[src/rtl/ucode_pkg.sv]
// Shared microword layout, sizes, loader FSM states and the built-in multiplier program.
package ucode_pkg;

    localparam int NIB_W  = 4;
    localparam int WORD_W = 3 * NIB_W;
    localparam int ADDR_W = 3;
    localparam int DEPTH  = 6;

    // Microword fields
    localparam int CS_HI   = 11;
    localparam int CS_LO   = 10;
    localparam int BR_HI   = 9;
    localparam int BR_LO   = 7;
    localparam int CTRL_HI = 6;
    localparam int CTRL_LO = 0;

    localparam logic [1:0] CS_INC  = 2'b00;
    localparam logic [1:0] CS_BRZ  = 2'b01;
    localparam logic [1:0] CS_JUMP = 2'b10;

    typedef struct packed {
        logic [1:0] cs;
        logic [2:0] br;
        logic [6:0] ctrl;
    } uinstr_t;

    typedef enum logic [1:0] {IDLE, LOAD, DONE} ld_state_t;

    localparam logic [WORD_W-1:0] PROG_0 = 12'h006;
    localparam logic [WORD_W-1:0] PROG_1 = 12'h040;
    localparam logic [WORD_W-1:0] PROG_2 = 12'h038;
    localparam logic [WORD_W-1:0] PROG_3 = 12'h500;
    localparam logic [WORD_W-1:0] PROG_4 = 12'h001;
    localparam logic [WORD_W-1:0] PROG_5 = 12'hA80;

    function automatic logic [WORD_W-1:0] default_word(input int idx);
        case (idx)
            0:       return PROG_0;
            1:       return PROG_1;
            2:       return PROG_2;
            3:       return PROG_3;
            4:       return PROG_4;
            5:       return PROG_5;
            default: return '0;
        endcase
    endfunction

endpackage

[src/rtl/ucode_mem.sv]
// Microprogram store: synchronous write, registered read-before-write port, reset init.
// UCODE_LOADER_DEFAULT_EN: reset loads the multiplier program instead of all-zero no-ops.
module ucode_mem #(
    parameter int DEPTH  = ucode_pkg::DEPTH,
    parameter int ADDR_W = ucode_pkg::ADDR_W,
    parameter int WORD_W = ucode_pkg::WORD_W
) (
    input  logic              clk,
    input  logic              reset,
    input  logic              wr_en,
    input  logic [ADDR_W-1:0] wr_addr,
    input  logic [WORD_W-1:0] wr_data,
    input  logic [ADDR_W-1:0] rd_addr,
    output logic [WORD_W-1:0] rd_data
);
    import ucode_pkg::*;

    logic [WORD_W-1:0] r_mem [DEPTH];
    logic [WORD_W-1:0] r_rd_data;

    always_ff @(posedge clk) begin
        if (reset) begin
            for (int i = 0; i < DEPTH; i++) begin
`ifdef UCODE_LOADER_DEFAULT_EN
                r_mem[i] <= default_word(i);
`else
                r_mem[i] <= '0;
`endif
            end
            r_rd_data <= '0;
        end else begin
            if (wr_en)
                r_mem[wr_addr] <= wr_data;
            // Read samples the pre-write contents: a same-cycle write shows up one cycle later.
            r_rd_data <= (int'(rd_addr) < DEPTH) ? r_mem[rd_addr] : '0;
        end
    end

    assign rd_data = r_rd_data;

endmodule

[src/rtl/ucode_loader.sv]
// Nibble-at-a-time microprogram loader: strobe edge detect, word assembly, load FSM.
// UCODE_LOADER_DEFAULT_EN (see ucode_mem) selects the reset contents of the store.
module ucode_loader #(
    parameter int DEPTH  = ucode_pkg::DEPTH,
    parameter int ADDR_W = ucode_pkg::ADDR_W,
    parameter int WORD_W = ucode_pkg::WORD_W,
    parameter int NIB_W  = ucode_pkg::NIB_W
) (
    input  logic              clk,
    input  logic              reset,
    input  logic              load_en,
    input  logic [NIB_W-1:0]  nib_in,
    input  logic              nib_strobe,
    input  logic [ADDR_W-1:0] rd_addr,
    output logic [WORD_W-1:0] rd_data,
    output logic [ADDR_W-1:0] wr_addr,
    output logic [1:0]        nib_cnt,
    output logic              busy,
    output logic              done,
    output logic              err
);
    import ucode_pkg::*;

    ld_state_t         r_state;
    logic              r_strobe_q;
    logic [ADDR_W-1:0] r_wr_addr;
    logic [1:0]        r_nib_cnt;
    logic [NIB_W-1:0]  r_n0, r_n1;
    logic              r_busy, r_done, r_err;
    logic              w_edge, w_wr_en;
    logic [WORD_W-1:0] w_wr_data;

    // Reset to 1 so a button held through reset is not taken as a press.
    always_ff @(posedge clk) begin
        if (reset) r_strobe_q <= 1'b1;
        else       r_strobe_q <= nib_strobe;
    end

    assign w_edge    = nib_strobe & ~r_strobe_q;
    assign w_wr_en   = (r_state == LOAD) && w_edge && (r_nib_cnt == 2'd2);
    assign w_wr_data = {r_n0, r_n1, nib_in};

    always_ff @(posedge clk) begin
        if (reset) begin
            r_state   <= IDLE;
            r_wr_addr <= '0;
            r_nib_cnt <= '0;
            r_n0      <= '0;
            r_n1      <= '0;
            r_busy    <= 1'b0;
            r_done    <= 1'b0;
            r_err     <= 1'b0;
        end else begin
            case (r_state)
                IDLE: if (load_en) begin
                    r_state   <= LOAD;
                    r_busy    <= 1'b1;
                    r_wr_addr <= '0;
                    r_nib_cnt <= '0;
                    r_err     <= 1'b0;
                end
                LOAD: if (w_wr_en) begin
                    // Completing edge wins over a same-cycle load_en drop.
                    r_nib_cnt <= '0;
                    if (r_wr_addr == ADDR_W'(DEPTH - 1)) begin
                        r_wr_addr <= '0;
                        r_busy    <= 1'b0;
                        r_state   <= load_en ? DONE : IDLE;
                        r_done    <= load_en;
                    end else begin
                        r_wr_addr <= r_wr_addr + ADDR_W'(1);
                        if (!load_en) begin
                            r_state <= IDLE;
                            r_busy  <= 1'b0;
                        end
                    end
                end else if (!load_en) begin
                    r_state   <= IDLE;
                    r_busy    <= 1'b0;
                    r_nib_cnt <= '0;
                    if (r_nib_cnt != 2'd0)
                        r_err <= 1'b1;
                end else if (w_edge) begin
                    if (r_nib_cnt == 2'd0) r_n0 <= nib_in;
                    else                   r_n1 <= nib_in;
                    r_nib_cnt <= r_nib_cnt + 2'd1;
                end
                DONE: if (!load_en) begin
                    r_state <= IDLE;
                    r_done  <= 1'b0;
                end
                default: r_state <= IDLE;
            endcase
        end
    end

    ucode_mem #(.DEPTH(DEPTH), .ADDR_W(ADDR_W), .WORD_W(WORD_W)) u_mem (
        .clk     (clk),
        .reset   (reset),
        .wr_en   (w_wr_en),
        .wr_addr (r_wr_addr),
        .wr_data (w_wr_data),
        .rd_addr (rd_addr),
        .rd_data (rd_data)
    );

    assign wr_addr = r_wr_addr;
    assign nib_cnt = r_nib_cnt;
    assign busy    = r_busy;
    assign done    = r_done;
    assign err     = r_err;

endmodule
[config.mk]
export PLATFORM = sky130hd
export DESIGN_NAME = ucode_loader
export DESIGN_NICKNAME = d
export VERILOG_FILES = /design/src/rtl/ucode_pkg.sv /design/src/rtl/ucode_mem.sv /design/src/rtl/ucode_loader.sv
export SDC_FILE = /design/constraint.sdc
export NUM_CORES = 1
export LEC_CHECK = 0
export CORE_MARGIN = 8
export CORE_UTILIZATION = 57
export DETAILED_ROUTE_END_ITERATION = 12
export MAX_ROUTING_LAYER = met4
export PLACE_DENSITY = 0.89
export RECOVER_POWER = 100
export SLEW_MARGIN = 20
export SYNTH_ARGS = -nofsm -noshare
export SYNTH_HDL_FRONTEND = slang
export SYNTH_SLANG_ARGS = --single-unit
[constraint.sdc]
create_clock -name clk -period 3.55 [get_ports clk]
set_input_delay 0.71 -clock clk [delete_from_list [all_inputs] [get_ports clk]]
set_output_delay 0.71 -clock clk [all_outputs]
set_load 0.01 [all_outputs]
==> results.md, run 1 <==
- I/O pins: 31
- Largest net degree at the start of global routing: 31
- Register bit total from synthesis: 103
- Clock-pin slew reported for the worst setup and hold paths after clock tree synthesis: 90 ps
- Via count normalized by instance count: 5.672
- Max-cap violations: 0
- Number of port buffers: 30
- Worst path buffer plus inverter count: 2
- Cell count of the worst reg-to-reg path: 6
- Distinct cell type count of the synthesized netlist: 40
- Horizontal die dimension: 103.8 um
- Maximum root-to-sink buffer count: 2
- Number of warning messages in the yosys log: 0
- Antenna Diode Count: 0
- Min-Delay Path Class: flop to flop
- GRT Resource Usage Total: 15.96%
- Number of iterations in the first detailed-routing pass: 4
- Post-route standard cell area excluding fillers: 0.004965 mm^2
- Beginning of the worst register-to-register path: nib_cnt[0]$_SDFFE_PP0P_
- CTS tree: done
- Die Outline Area: 0.01078 mm^2
- Worst min-delay path endpoint: err$_SDFFE_PP0P_
- Post-Route Hold Slack: 504.8 ps
- Remaining routing DRC violations: 0
- Post-place instance area: 0.004803 mm^2
- TritonCTS Sinks: 103
- Total leakage power: 1.851 nW
- Inserted Clock Buffers: 9
- First-pass GRT wire length: 13.41 mm
- Buffers inserted by post-CTS timing repair: 0
- Total power per unit cell area: 447.8 mW/mm^2
- Data arrival at the endpoint of the critical path: 3130 ps
- Final worst path period share: 82.18%
- Worst-margin pin slew: 1279 ps
- Final slew viol count: 0
- Post-route setup TNS: 0 ps
- Worst Min Path Start: err$_SDFFE_PP0P_
- Ordered list of cells on the worst path: dlygate4sd3_1 > nand3b_1 > nor3_1 > clkbuf_1 > and4_1
- Post-Syn Area per Cell: 13.41 um^2
- Number of routed nets with antenna violations: 0
- Crit Path Max Fanout: 27
- Worst Skew: 11.28 ps
- Synthesized instance count: 328
- Endpoint of the most critical register-to-register path: u_mem.r_mem[2][0]$_SDFFCE_PN0P_
- Area overhead of the layout relative to synthesis: 12.89%
- Worst IR Drop VDD: 0.2603 mV
- WL final: 8.179 mm
- Unrepaired setup endpoints after global routing: false
- H-Tree Depth: 3
- Library cell contributing the largest single delay on the critical path: clkbuf_1
- Worst Path Required: 3760 ps
- Number of global-route vias before repair: 2723
- Top area cells in the synthesized netlist: edfxtp_1, dfxtp_1, mux4_2
- Cell depth of the worst min-delay path: 2
- Startpoint types: primary input
- Status: completed
- Remaining Overflow, GRT: 0
- Maximum cell stage delay along the critical path: 810 ps
- Path type of the worst setup path: primary input to flop
- Effective utilization at floorplan: 57.81%
- Nets in the synthesized netlist: 341
- Yosys top cell area share: 49.16%
- Resize count post-CTS: 0
- Cell Rows: 32
- DRC violation total after the first TritonRoute iteration: 189
- Setup slack of the worst register-to-register path: 910 ps
- Average wire per cell in the routed design: 17.63 um
- Root buf cell: clkbuf_8
- Library cell occupying the most area in the post-synthesis netlist: edfxtp_1
- Estimated wirelength of the detail-placed design: 5.753 mm
- Area of the core region: 0.007607 mm^2
- Via Count: 2632
- Worst rel slew slack: 13.93%
- Number of setup violations in the final report: 0
- Capturing element type of the critical path: flop
- Ratio of cells with drive above 1 in the final layout: 8.287%
- Kind of cell with the highest combined delay on the critical path: buffers and inverters
- Utilization of the core after routing: 65.26%
- Count of hold-fix buffers inserted at cts: 0
- Cell Area, Synth: 0.004398 mm^2
- Final period demand of the worst path: 2917 ps
- Fmax achieved: 342.8 MHz
- Final hold viol count: 0
- Final weighted congestion of routability-driven global placement: 0.8859
- Antenna violations before repair: 0
- Clock network latency to the later pin of the worst-skew pair: 350 ps
- Die boundary height: 103.8 um
- Total design power: 2.223 mW
- Final net count: 370
- Portion of the post-synthesis area used by sequential elements: 63.27%
power by group:
part	switching (mW)	leakage, nW	total, mW	internal, mW
logic	0.0709	0.762	0.130	0.0594
clock network	0.368	0.102	0.761	0.393
registers	0.0125	0.987	1.33	1.32
total	0.452	1.85	2.22	1.77
how the worst max path moves through the flow:
stage,start,endpoint,slack [ps],depth (start not counted)
2_1_floorplan,nib_strobe,u_mem.r_mem[4][0]$_SDFFCE_PN0P_,870,2
3_3_place_gp,rd_addr[0],u_mem.rd_data[4]$_SDFF_PP0_,860,4
3_5_place_dp,nib_strobe,u_mem.r_mem[1][2]$_SDFFCE_PN0P_,830,5
4_1_cts,wr_addr[1]$_SDFFE_PP0P_,wr_addr[1],850,1
5_1_grt,nib_strobe,u_mem.r_mem[2][0]$_SDFFCE_PN0P_,470,5
6_report,nib_strobe,u_mem.r_mem[2][0]$_SDFFCE_PN0P_,630,5
cell type report:
class | instances | area, um^2
Sequential cell | 103 | 2783
Fill cell | 550 | 2643
Inverter | 17 | 63.81
Clock buffer | 11 | 131.4
Multi-Input combinational cell | 190 | 1449
Tap cell | 102 | 127.6
Clock inverter | 5 | 72.57
Timing Repair Buffer | 36 | 337.8
state kept, by name, indices dropped and copies added (netlist names):
name	cells
busy	1
nib_cnt	2
r_state	2
wr_addr	3
err	1
u_mem.r_mem	72
r_n0	4
done	1
r_n1	4
r_strobe_q	1
u_mem.rd_data	12
kinds of logic after synthesis:
| family | count (synthesis) | synth area share [%] |
|---|---|---|
| buffers and inverters | 35 | 3.158 |
| AO/OA/AOI/OAI | 29 | 4.097 |
| adder cells (fa/ha/maj) | 2 | 0.5689 |
| flip-flops | 103 | 63.27 |
| AND/OR/NAND/NOR | 127 | 18.21 |
| multiplexers | 32 | 10.70 |
synthesized netlist by cell type:
cell type	n
clkbuf_1	13
o22ai_1	12
or3_1	1
dfxtp_1	31
nor3_1	2
or4b_4	1
and4bb_1	1
nand4bb_1	1
nor2_4	1
nor4_2	1
a211oi_1	1
nand4b_1	1
and3_1	1
buf_4	1
edfxtp_1	72
nor4_1	4
and2_1	43
or2_2	3
nand3b_1	2
inv_1	17
o221a_1	1
nand2b_1	7
nor3_2	2
o41ai_1	1
mux2i_1	20
mux4_2	12
nor2_1	24
nor3b_1	1
o21ai_0	5
and4b_1	9
a21oi_1	6
o21bai_1	1
o2bb2ai_1	1
ha_1	2
buf_2	3
nand2_1	12
and4_1	9
nand3_1	1
a31oi_1	1
buf_1	1
metrics by stage:
stage	instances	worst slack [ps]
floorplan	328	871.4
global placement	448	860.7
detailed placement	448	829.4
CTS	464	849.5
global route	464	469.6
finish	464	632.6
placed cells by master, fill, tap and decap left out, types with 2 or more instances in the layout:
| master | instances |
|---|---|
| clkbuf_1 | 4 |
| clkbuf_8 | 9 |
| ha_1 | 2 |
| mux2i_1 | 20 |
| nand2b_1 | 7 |
| dlygate4sd3_1 | 23 |
| dfxtp_1 | 31 |
| o21ai_0 | 5 |
| nand3b_1 | 2 |
| bufinv_16 | 2 |
| nor4_1 | 5 |
| clkinv_1 | 2 |
| and4b_1 | 9 |
| and2_1 | 18 |
| edfxtp_1 | 72 |
| and4_1 | 9 |
| and2_0 | 25 |
| nor2_1 | 25 |
| mux4_2 | 12 |
| or2_2 | 2 |
| a21oi_1 | 6 |
| clkdlybuf4s50_1 | 7 |
| nand2_1 | 12 |
| o22ai_1 | 12 |
| nor3_1 | 4 |
| inv_1 | 17 |
| buf_4 | 4 |
metal layers:
metal | vias to the layer above | part of all wire [%] | global-route usage (%)
met5 | - | 0 | -
met4 | 0 | 2.0 | 7.342
met3 | 14 | 6.0 | 3.903
met2 | 81 | 48 | 25.66
met1 | 1276 | 44 | 18.58
li1 | 1261 | - | -
tightest hold or removal path: stages (launching register included):
cell	delay, ps
dfxtp_1	350
a21oi_1	50
nor2_1	80
No activity file was read; power rests on OpenSTA's default activity.
==> run 2: changes to the inputs <==
Settings changed: CORE_UTILIZATION 57 to 52, PLACE_DENSITY 0.89 to 0.86.
Clock period 3.55 ns to 2.5 ns, I/O delays scaled along.
==> results.md, run 2 (synthesis results as in run 1) <==
- Leading cell type in the layout, fill and taps excluded: edfxtp_1
- GRT Resource Usage Total: 16.03%
- Clock-pin slew reported for the worst setup and hold paths after clock tree synthesis: 90 ps
- I/O pins: 31
- Net load switching power: 0.6528 mW
- Worst rel slew slack: 32.68%
- CTS tree: done
- Data arrival at the endpoint of the critical path: 2500 ps
- First-pass GRT wire length: 13.84 mm
- Count of hold-fix buffers inserted at cts: 0
- Part of the power in the clock network: 32.1%
- Final weighted congestion of routability-driven global placement: 0.8289
- Die Outline Area: 0.01166 mm^2
- Final hold viol count: 0
- Worst-margin pin slew: 1002 ps
- Largest register by flop count: u_mem.r_mem
- Post-route setup TNS: 0 ps
- Final worst path period share: 89.86%
- H-Tree Depth: 3
- Ratio of cells with drive above 1 in the final layout: 10.96%
- Pre-CTS setup slack: 98.82 ps
- Number of iterations in the first detailed-routing pass: 4
- Cell depth of the worst min-delay path: 1
- Number of global-route vias before repair: 2690
- Min-Delay Path Class: flop to flop
- Remaining Overflow, GRT: 0
- Buffers inserted by post-CTS timing repair: 0
- Post-place instance area: 0.004897 mm^2
- Status: completed
- Total leakage power: 1.888 nW
- Worst Min Path Start: nib_cnt[0]$_SDFFE_PP0P_
- Largest register FFs: 72
- Maximum root-to-sink buffer count: 2
- Final slew viol count: 0
- Combinational power share: 6.2%
- Horizontal die dimension: 108.0 um
- WL final: 8.567 mm
- Unrepaired setup endpoints after global routing: false
- Remaining routing DRC violations: 0
- Cell count of the worst reg-to-reg path: 6
- Setup slack of the worst register-to-register path: 410 ps
- TritonCTS Sinks: 103
- Number of setup violations in the final report: 0
- Internal power: 2.416 mW
- Area overhead of the layout relative to synthesis: 14.14%
- Sequential group share of total power: 61.6%
- Path type of the worst setup path: primary input to flop
- Number of port buffers: 30
- Average wire per cell in the routed design: 17.89 um
- Estimated wirelength of the detail-placed design: 6.065 mm
- Crit Path Max Fanout: 5
- Total power per unit cell area: 611.3 mW/mm^2
- Smallest setup slack after layout: 253.6 ps
- Antenna Diode Count: 0
- Antenna violations before repair: 0
- Worst Path Required: 2750 ps
- Effective utilization at floorplan: 53.53%
- Final net count: 382
- Post-route standard cell area excluding fillers: 0.005020 mm^2
- Endpoint of the most critical register-to-register path: r_n1[2]$_SDFFE_PP0P_
- Final period demand of the worst path: 2246 ps
- Area of the core region: 0.008217 mm^2
- Worst min-delay path endpoint: nib_cnt[0]$_SDFFE_PP0P_
- Fmax achieved: 445.2 MHz
- Root buf cell: clkbuf_8
- Worst IR Drop VDD: 0.3072 mV
- Capturing element type of the critical path: flop
- Resize count post-CTS: 0
- Largest net degree at the start of global routing: 29
- Number of routed nets with antenna violations: 0
- Fraction of power spent switching nets: 21.27%
- Total design power: 3.069 mW
- Commonest cells after routing, fill and taps aside: edfxtp_1, dfxtp_1, nor2_1
- Max-cap violations: 0
- Cell Rows: 33
- Die boundary height: 108.0 um
- Via Count: 2722
- Via count normalized by instance count: 5.683
- Worst Skew: 10.28 ps
- Startpoint types: primary input
- DRC violation total after the first TritonRoute iteration: 191
- Clock network latency to the later pin of the worst-skew pair: 360 ps
- Inserted Clock Buffers: 9
- Beginning of the worst register-to-register path: nib_cnt[0]$_SDFFE_PP0P_
==> run 2: worst max path at each step <==
stage,from,end,slack (ps),cells after the start
final,nib_strobe,r_n1[2]$_SDFFE_PP0P_,250,5
after global routing,nib_strobe,r_n1[3]$_SDFFE_PP0P_,150,5
after CTS,wr_addr[2]$_SDFFE_PP0P_,wr_addr[2],370,1
after detailed placement,nib_strobe,u_mem.r_mem[2][4]$_SDFFCE_PN0P_,100,6
after global placement,nib_strobe,u_mem.r_mem[0][6]$_SDFFCE_PN0P_,150,6
after floorplan,nib_cnt[0]$_SDFFE_PP0P_,u_mem.r_mem[2][0]$_SDFFCE_PN0P_,-20,6
==> run 2: cell type report <==
type	instances	area, um^2
inverter	17	63.81
timing repair buffer	48	400.4
tap	105	131.4
multi-input combinational	190	1461
clock buffer	11	131.4
sequential	103	2783
clock inverter	5	48.80
fill	619	3197
==> run 2: per-stage QoR <==
step                instances  hold slack (ps)  util, %
global route              479            537.4    61.09
detailed placement        463            480.6    59.60
CTS                       479            506.1    61.79
global placement          463            473.7    59.60
finish                    479            499.0    61.09
floorplan                 328            478.8        -
==> run 2: worst max-delay path, cell delays in order <==
cell and delay, ps:
dlygate4sd3_1 600, nand4bb_1 210, nor3_1 860, mux2i_1 260, nor2_1 60
==> run 2: routing by layer <==
layer,up-vias,track usage (%),routed length (um)
met3,16,3.867,436
met2,77,24.32,4153
met5,-,-,0
met1,1345,20.04,3808
met4,0,6.938,168
li1,1284,-,-
==> run 2: power by group through the flow <==
stage	clock [mW]	sequential (mW)	combinational (mW)
2_1_floorplan	0	1.93	0.109
3_3_place_gp	0	1.93	0.198
3_5_place_dp	0	1.93	0.203
4_1_cts	1.00	1.89	0.204
5_1_grt	1.06	1.90	0.208
6_report	0.985	1.89	0.192
